`config.mk`:
```
export PLATFORM = sky130hd
export DESIGN_NAME = phy_tx_lanes
export DESIGN_NICKNAME = d
export VERILOG_FILES = /design/src/rtl/phy_tx_pkg.sv /design/src/rtl/phy_tx_lane.sv /design/src/rtl/phy_tx_lanes.sv
export SDC_FILE = /design/constraint.sdc
export NUM_CORES = 1
export LEC_CHECK = 0
export ABC_AREA = 0
export CORE_MARGIN = 1
export CORE_UTILIZATION = 30
export DETAILED_ROUTE_END_ITERATION = 7
export SETUP_SLACK_MARGIN = 0.3
export SLEW_MARGIN = 5
export SYNTH_ARGS = -nofsm -noshare
export SYNTH_HDL_FRONTEND = slang
export SYNTH_SLANG_ARGS = --single-unit
export TNS_END_PERCENT = 1
```
`constraint.sdc`:
```
create_clock -name clk_8f -period 1.3 [get_ports clk_8f]
set_input_delay 0.26 -clock clk_8f [delete_from_list [all_inputs] [get_ports clk_8f]]
set_output_delay 0.26 -clock clk_8f [all_outputs]
set_load 0.005 [all_outputs]
```
`src/rtl/phy_tx_pkg.sv`:
```
// -----------------------------------------------------------------------------
// phy_tx_pkg
// Shared constants for the multi-lane PHY transmitter:
//   - default COM/idle symbol value
//   - scrambler LFSR seed and tap positions plus its step function
//   - bit-order encoding used by the MSB_FIRST parameter
// -----------------------------------------------------------------------------
package phy_tx_pkg;

    // Default idle/COM symbol (zero-extended or truncated to WIDTH by users)
    localparam logic [7:0]  PHY_COM_DEFAULT = 8'hBC;

    // Scrambler LFSR: 16 bits, x^16 + x^5 + x^4 + x^3 + 1 style taps
    localparam logic [15:0] LFSR_SEED  = 16'hFFFF;
    localparam int          LFSR_TAP_A = 15;
    localparam int          LFSR_TAP_B = 4;
    localparam int          LFSR_TAP_C = 3;
    localparam int          LFSR_TAP_D = 2;

    // Serial bit-order encoding
    localparam bit ORDER_MSB_FIRST = 1'b1;
    localparam bit ORDER_LSB_FIRST = 1'b0;

    // One scrambler step: shift left, feedback into bit 0
    function automatic logic [15:0] lfsr_next(input logic [15:0] s);
        return {s[14:0], s[LFSR_TAP_A] ^ s[LFSR_TAP_B] ^ s[LFSR_TAP_C] ^ s[LFSR_TAP_D]};
    endfunction

endpackage

```
`src/rtl/phy_tx_lane.sv`:
```
// -----------------------------------------------------------------------------
// phy_tx_lane
// One serial lane: symbol shifter, idle flag, lane gating and (optionally)
// an output scrambler.
// Optional feature macro: PHY_TX_SCRAMBLE_EN (per-lane 16-bit LFSR scrambler
// applied to data symbols only; idle symbols are sent in the clear).
//
// Ports:
//   clk_i      bit clock
//   reset_i    synchronous active-high reset
//   enable_i   transmitter enable (low clears the lane on the next edge)
//   load_i     capture strobe from the shared symbol counter
//   lane_en_i  output gate for this lane (shifter keeps running when low)
//   valid_i    symbol valid, used on load edges only
//   data_i     parallel symbol, used on load edges only
//   tx_o       serial bit
//   idle_o     high while the symbol being sent is IDLE
// -----------------------------------------------------------------------------
module phy_tx_lane
    import phy_tx_pkg::*;
#(
    parameter int               WIDTH     = 8,
    parameter logic [WIDTH-1:0] IDLE      = WIDTH'(PHY_COM_DEFAULT),
    parameter int               MSB_FIRST = 1
) (
    input  logic             clk_i,
    input  logic             reset_i,
    input  logic             enable_i,
    input  logic             load_i,
    input  logic             lane_en_i,
    input  logic             valid_i,
    input  logic [WIDTH-1:0] data_i,
    output logic             tx_o,
    output logic             idle_o
);

    localparam bit MSB_OUT = (MSB_FIRST != 0) ? ORDER_MSB_FIRST : ORDER_LSB_FIRST;

    logic [WIDTH-1:0] sh_q;
    logic [WIDTH-1:0] sh_d;
    logic             idle_q;
    logic             idle_d;
    logic             out_bit_s;
    logic             line_bit_s;

    // Shifter and idle flag next state: clear when disabled, capture on load, else shift
    always_comb begin
        sh_d   = sh_q;
        idle_d = idle_q;
        if (!enable_i) begin
            sh_d   = '0;
            idle_d = 1'b0;
        end else if (load_i) begin
            sh_d   = valid_i ? data_i : IDLE;
            idle_d = ~valid_i;
        end else begin
            // Shift toward the output bit, zero-filling behind it
            if (MSB_OUT == ORDER_MSB_FIRST) begin
                sh_d = {sh_q[WIDTH-2:0], 1'b0};
            end else begin
                sh_d = {1'b0, sh_q[WIDTH-1:1]};
            end
            idle_d = idle_q;
        end
    end

    // Shifter and idle flag registers
    always_ff @(posedge clk_i) begin
        if (reset_i) begin
            sh_q   <= '0;
            idle_q <= 1'b0;
        end else begin
            sh_q   <= sh_d;
            idle_q <= idle_d;
        end
    end

    // Select the bit currently on the wire end of the shifter
    always_comb begin
        if (MSB_OUT == ORDER_MSB_FIRST) begin
            out_bit_s = sh_q[WIDTH-1];
        end else begin
            out_bit_s = sh_q[0];
        end
    end

`ifdef PHY_TX_SCRAMBLE_EN
    logic [15:0] lfsr_q;
    logic [15:0] lfsr_d;
    logic        data_q;
    logic        data_d;

    // LFSR and data-symbol flag next state; the LFSR free-runs while enabled
    always_comb begin
        lfsr_d = lfsr_q;
        data_d = data_q;
        if (!enable_i) begin
            lfsr_d = LFSR_SEED;
            data_d = 1'b0;
        end else if (load_i) begin
            lfsr_d = lfsr_next(lfsr_q);
            data_d = valid_i;
        end else begin
            lfsr_d = lfsr_next(lfsr_q);
            data_d = data_q;
        end
    end

    // LFSR and data-symbol flag registers
    always_ff @(posedge clk_i) begin
        if (reset_i) begin
            lfsr_q <= LFSR_SEED;
            data_q <= 1'b0;
        end else begin
            lfsr_q <= lfsr_d;
            data_q <= data_d;
        end
    end

    // Only data symbols are scrambled; a cleared lane (data_q=0) stays at 0
    assign line_bit_s = out_bit_s ^ (data_q & lfsr_q[15]);
`else
    assign line_bit_s = out_bit_s;
`endif

    assign tx_o   = lane_en_i & line_bit_s;
    assign idle_o = lane_en_i & idle_q;

endmodule

```
`src/rtl/phy_tx_lanes.sv`:
```
// -----------------------------------------------------------------------------
// phy_tx_lanes
// Multi-lane PHY transmitter. A shared symbol counter produces one load edge
// every WIDTH bit-clock cycles; all lanes capture on that edge and serialise
// their symbol (or IDLE when not valid) back-to-back.
// Optional feature macro: PHY_TX_SCRAMBLE_EN (per-lane data scrambler).
//
// Ports:
//   clk_8f      bit clock
//   reset       synchronous active-high reset
//   enable      transmitter enable
//   lane_en     per-lane output enable
//   valid_data  per-lane symbol valid (sampled on load edges)
//   data_in     lane i symbol at [i*WIDTH +: WIDTH]
//   load        combinational capture-edge marker
//   tx_out      per-lane serial output
//   idle_out    per-lane idle indicator
// -----------------------------------------------------------------------------
module phy_tx_lanes
    import phy_tx_pkg::*;
#(
    parameter int               LANES     = 2,
    parameter int               WIDTH     = 8,
    parameter logic [WIDTH-1:0] IDLE      = WIDTH'(PHY_COM_DEFAULT),
    parameter int               MSB_FIRST = 1
) (
    input  logic                   clk_8f,
    input  logic                   reset,
    input  logic                   enable,
    input  logic [LANES-1:0]       lane_en,
    input  logic [LANES-1:0]       valid_data,
    input  logic [LANES*WIDTH-1:0] data_in,
    output logic                   load,
    output logic [LANES-1:0]       tx_out,
    output logic [LANES-1:0]       idle_out
);

    localparam int CW = $clog2(WIDTH);

    logic [CW-1:0] cnt_q;
    logic [CW-1:0] cnt_d;

    // Symbol counter next state: held at 0 while disabled so the first enabled edge loads
    always_comb begin
        cnt_d = cnt_q;
        if (!enable) begin
            cnt_d = '0;
        end else if (cnt_q == CW'(WIDTH - 1)) begin
            cnt_d = '0;
        end else begin
            cnt_d = cnt_q + CW'(1);
        end
    end

    // Symbol counter register
    always_ff @(posedge clk_8f) begin
        if (reset) begin
            cnt_q <= '0;
        end else begin
            cnt_q <= cnt_d;
        end
    end

    assign load = enable & ~reset & (cnt_q == '0);

    for (genvar i = 0; i < LANES; i++) begin : g_lane
        phy_tx_lane #(
            .WIDTH     (WIDTH),
            .IDLE      (IDLE),
            .MSB_FIRST (MSB_FIRST)
        ) u_lane (
            .clk_i     (clk_8f),
            .reset_i   (reset),
            .enable_i  (enable),
            .load_i    (load),
            .lane_en_i (lane_en[i]),
            .valid_i   (valid_data[i]),
            .data_i    (data_in[i*WIDTH +: WIDTH]),
            .tx_o      (tx_out[i]),
            .idle_o    (idle_out[i])
        );
    end

endmodule

```
Word-level counts from Yosys, hierarchy flattened
Cells that the tools add are included.
{ "word_totals": {"out_inout_bits": 5, "inputBits": 23, "ff_bits": 21, "wordCells": 29} }
{ "classes": {"n_bitwise": 11, "n_eq_ne": 1, "n_reduce_logical": 5, "n_addsub": 1, "muxes": 4} }
{ "op_table": {"columns": ["cell", "n"], "rows": [
  ["8-bit two-way mux", 4],
  ["4-bit OR reduction", 2],
  ["1-bit bitwise AND", 6],
  ["1-bit NOT", 5],
  ["3-bit by 1-bit adder with 3-bit output, second input constant", 1],
  ["3-bit == test, second input constant", 1],
  ["3-bit zero test", 1],
  ["3-bit OR reduction", 1],
  ["2-bit OR reduction", 1]
]} }

Longest topological paths before layout
{ "logic_depth": {"depth_word": 5, "depth_mapped": 7, "depth_no_buf": 5} }

Cells and area by module
Synthesis repeated with hierarchy kept, for this count alone.
{ "hier_totals": {"cells_unflattened": 74, "area_unflattened_um2": 858.3} }
{ "by_module_without_submodules": {"columns": ["module", "cells_each", "seq_area_each_um2", "area_per_inst_um2", "instances"], "rows": [
  ["phy_tx_lane", 31, 180.2, 350.3, 2],
  ["phy_tx_lanes", 12, 60.1, 157.7, 1]
]} }

Least setup slack after synthesis
No wires, ideal clock.
{ "synth_path": {"path_type": "register to register", "start": "register cnt_q[0]", "end": "register g_lane[0].u_lane.idle_q", "required_ns": 1.214, "setup_slack_ns": 0.067, "synth_period_minus_slack_ns": 1.233, "path_stages_with_launch": 7, "arrival_ns": 1.148, "path_buffers": 2, "setup_time_ns": 0.086, "path_cell_list": "dfxtp_1 -> inv_1 -> ha_1 -> nor2b_1 -> buf_4 -> buf_6 -> a211oi_1"} }
{ "synth_via": {"elab_chain_cells": 2} }
{ "synth_rtl": {"columns": ["item", "line", "source"], "rows": [
  ["start, declared", "phy_tx_lanes.sv:40", "logic [CW-1:0] cnt_q;"],
  ["start signal, assigned", "phy_tx_lanes.sv:60", "cnt_q <= cnt_d;"],
  ["3-bit zero test", "phy_tx_lanes.sv:64", "assign load = enable & ~reset & (cnt_q == '0);"],
  ["1-bit bitwise AND", "phy_tx_lanes.sv:64", null],
  ["end signal, assigned", "phy_tx_lane.sv:74", "idle_q <= idle_d;"],
  ["end, declared", "phy_tx_lane.sv:41", "logic idle_q;"]
]} }
No other way between the ends.
A chain may end at the register's enable or synchronous reset.

Final worst setup path
{ "layout_path": {"start": "register cnt_q[0]", "end": "output load"} }
{ "layout_via": {"elab_chain_cells": 2} }
{ "layout_rtl": {"columns": ["item", "line", "source"], "rows": [
  ["3-bit zero test", "phy_tx_lanes.sv:64", null],
  ["1-bit bitwise AND", "phy_tx_lanes.sv:64", null],
  ["end, declared", "phy_tx_lanes.sv:33", "output logic load,"]
]} }
No other way between the ends.

==> impl_metrics.tcl <==
set metrics [dict create \
    n_antenna_cell 0 \
    grt_max_degree 20 \
    seqCellArea_sq_um 427 \
    via_per_inst 4.67 \
    wire_per_inst_microns 11.4 \
    yosys-top-cells-area "dfxtp_1 (49%), nor3b_1 (11%), nor3_1 (6.5%)" \
    cts_root_buf "clkbuf_4" \
    min_path_cells 2 \
    max_stage_delay_ns 0.34 \
    die_y_microns 55.2 \
    die_area_sq_um 3050 \
    rows 18 \
    rsz0062_at_grt "yes" \
    drt_iter0_markers 8 \
    hpwl_mm 1.17 \
    p_leak_uw 0.000520 \
    grt_antenna_before_repair 0 \
    cts_sinks 21 \
    htree_levels 1 \
    hp-class "flop to flop" \
    maxCapViolCount 0 \
    timing.final.ws_setup_ns -0.0583 \
    die_w_microns 55.2 \
    fin_worst_skew_ns 0.0130 \
    synthDistinctLibCells 17 \
    utilization_pct 50.2 \
    arrival_ns 1.10 \
    synth_cells 94 \
    power_density_nw_per_um2 953 \
    r2r.worst_path.cells 6 \
    status "complete, but fails checks" \
    ys_seq_area_share_pct 49.5 \
    violations "setup timing" \
    routed_wl_mm 1.76 \
    fillCellCount 267 \
    path_cells "inv_2 -> ha_4 -> nand2b_4 -> nor2_4 -> buf_2" \
    r2r-end "g_lane[1].u_lane.sh_q[1]" \
    cts_tree "done" \
    post-route-drc-count 0 \
    cts_hold_buf 0 \
    fin_nets 151 \
    ir_drop_mv 0.722 \
    grt_overflow 0 \
    drive_gt1_share_pct 34.7 \
    syn_nets 120 \
    synth_common_cells "dfxtp_1 (21), nor2_1 (13), nor3b_1 (12)" \
    setup_viol 1 \
    yosys.area.top_type "dfxtp_1" \
    insertion_delay_ns 0.30 \
    clk_pin_slew_ns 0.11 \
    grt_pass1_vias 717 \
    cp_slowest_cell "dfxtp_2" \
    vias 719 \
    worst_pin_slew_ns 0.329 \
    cts.path.max_buffers 2 \
    place_congestion 0.700 \
    initial_utilization_pct 33.1 \
    grt_pass1_wl_mm 3.13 \
    hold_start "g_lane[0].u_lane.sh_q[0]" \
    hold_end "g_lane[0].u_lane.sh_q[1]" \
    r2r_slack_ns 0.12 \
    end_kind "output port" \
    dr.pass1.iters 4 \
    ant_nets 0 \
    fin_crit_sh_pct 104 \
    crit_required_ns 1.04 \
    synth_most_common_cell "dfxtp_1" \
    synth_edf_count 0 \
    crit_type "flop to output port" \
    io_buffer_count 27 \
    synth_top_area_share_pct 49.5 \
    syn_to_final_growth_pct 51.7 \
    synth_seq_cells 21 \
    ys_async_sr_fraction_pct 0 \
    syn_area_sq_um 850 \
    hold_viol 0 \
    relSlewSlack_pct 78.0 \
    synth.avg_cell_area_sq_um 9.04 \
    start_kind "flop" \
    crit_fanout 3 \
    multi_input_area_sq_um 460 \
    grt_usage_pct 12.7 \
    core_sq_um 2570 \
    yosys_warnings 0 \
    r2r_start "cnt_q[0]" \
    synth_ff_type "dfxtp_1" \
    io_pins 28 \
    numCtsBuffers 3 \
    finalCriticalPeriod_ns 1.36 \
    total_power_uw 1230 \
    fmax_mhz 736 \
    final-max-slew-violation-count 0 \
]
-- kinds of logic (layout without fill, tap and decap cells) --
| kind of cell | Yosys count | after routing | share of synthesized area (%) |
|---|---|---|---|
| and+or+nand+nor | 53 | 53 | 33.6 |
| adders and majority gates | 3 | 3 | 4.42 |
| AOI/OAI and AO/OA | 6 | 6 | 4.12 |
| DFF | 21 | 21 | 49.5 |
| buffers and inverters | 11 | 41 | 8.39 |
-- layer usage --
layer / GRT usage, % / vias to the layer above / wire length, microns / part of all wire, %
met5: 0 / - / 0 / 0
met4: 4.29 / 0 / 15 / 0.85
met3: 5.39 / 2 / 93 / 5.3
met2: 21.5 / 17 / 848 / 48
met1: 14.3 / 328 / 802 / 46
li1: - / 372 / - / -
-- power by group --
part           switching, uW  internal, uW
Sequential              9.05           676
Clock                    198           115
Combinational           95.4           136
-- critical path: cells and delay by family (launching register included) --
family / cells / cell delay, ns
buffers and inverters: 2 / 0.18
flip-flops: 1 / 0.34
AND/OR/NAND/NOR: 2 / 0.15
adder cells (fa/ha/maj): 1 / 0.14
-- worst max-delay path by stage --
stage / endpoint / start / slack [ns] / cells after the start
after global routing: load / cnt_q[0] / -0.14 / 5
after floorplan: g_lane[0].u_lane.sh_q[2] / cnt_q[0] / 0.15 / 7
after global placement: load / reset / -0.41 / 4
after detailed placement: load / reset / -0.44 / 4
after CTS: load / cnt_q[0] / -0.09 / 5
final: load / cnt_q[0] / -0.06 / 5
-- repair_timing --
action | CTS | global route
pin swaps | 6 | 4
resized for setup | 40 | 8
gates cloned | 0 | 0
endpoints found under the setup margin | 24 | 24
setup buffers | 0 | 0
-- final cells by class --
cell class,count,area share (%)
clock buffers,3,1.75
clock inverters,1,0.388
inverters,2,0.583
multi-input cells,62,35.7
flip-flops and latches,21,33.1
well taps,30,2.91
repair buffers,35,25.5
-- flip-flops by register name, summed over array words and instances, names as in the netlist --
signal / flops
cnt_q: 3
g_lane.u_lane.idle_q: 2
g_lane.u_lane.sh_q: 16
-- cells in the final DEF (no fill, tap or decap), types with 2 or more instances in the layout --
cell / Yosys / layout
a211oi_2: 0 / 2
a21oi_1: 4 / 4
and2_4: 0 / 3
and3_1: 2 / 2
buf_2: 3 / 2
buf_4: 5 / 6
buf_6: 1 / 5
clkbuf_4: 0 / 3
clkdlybuf4s50_1: 0 / 20
dfxtp_1: 21 / 16
dfxtp_2: 0 / 5
dlygate4sd2_1: 0 / 2
ha_4: 0 / 2
inv_2: 0 / 2
nand2_1: 4 / 4
nand3_1: 4 / 4
nor2_1: 13 / 12
nor3_1: 11 / 10
nor3b_1: 12 / 5
nor3b_2: 0 / 7
-- metrics by stage --
stage               worst slack [ns]  cells  cell area (sq um)  setup TNS (ns)  hold WS (ns)
floorplan                      0.153     94                875               0         0.357
global placement              -0.406    150               1180           -1.68         0.421
detailed placement            -0.442    150               1180           -1.79         0.430
CTS                          -0.0879    154               1260         -0.0879         0.447
global route                  -0.142    154               1290          -0.146         0.463
finish                       -0.0583    154               1290         -0.0583         0.442
(Power assumes the default switching activity.)
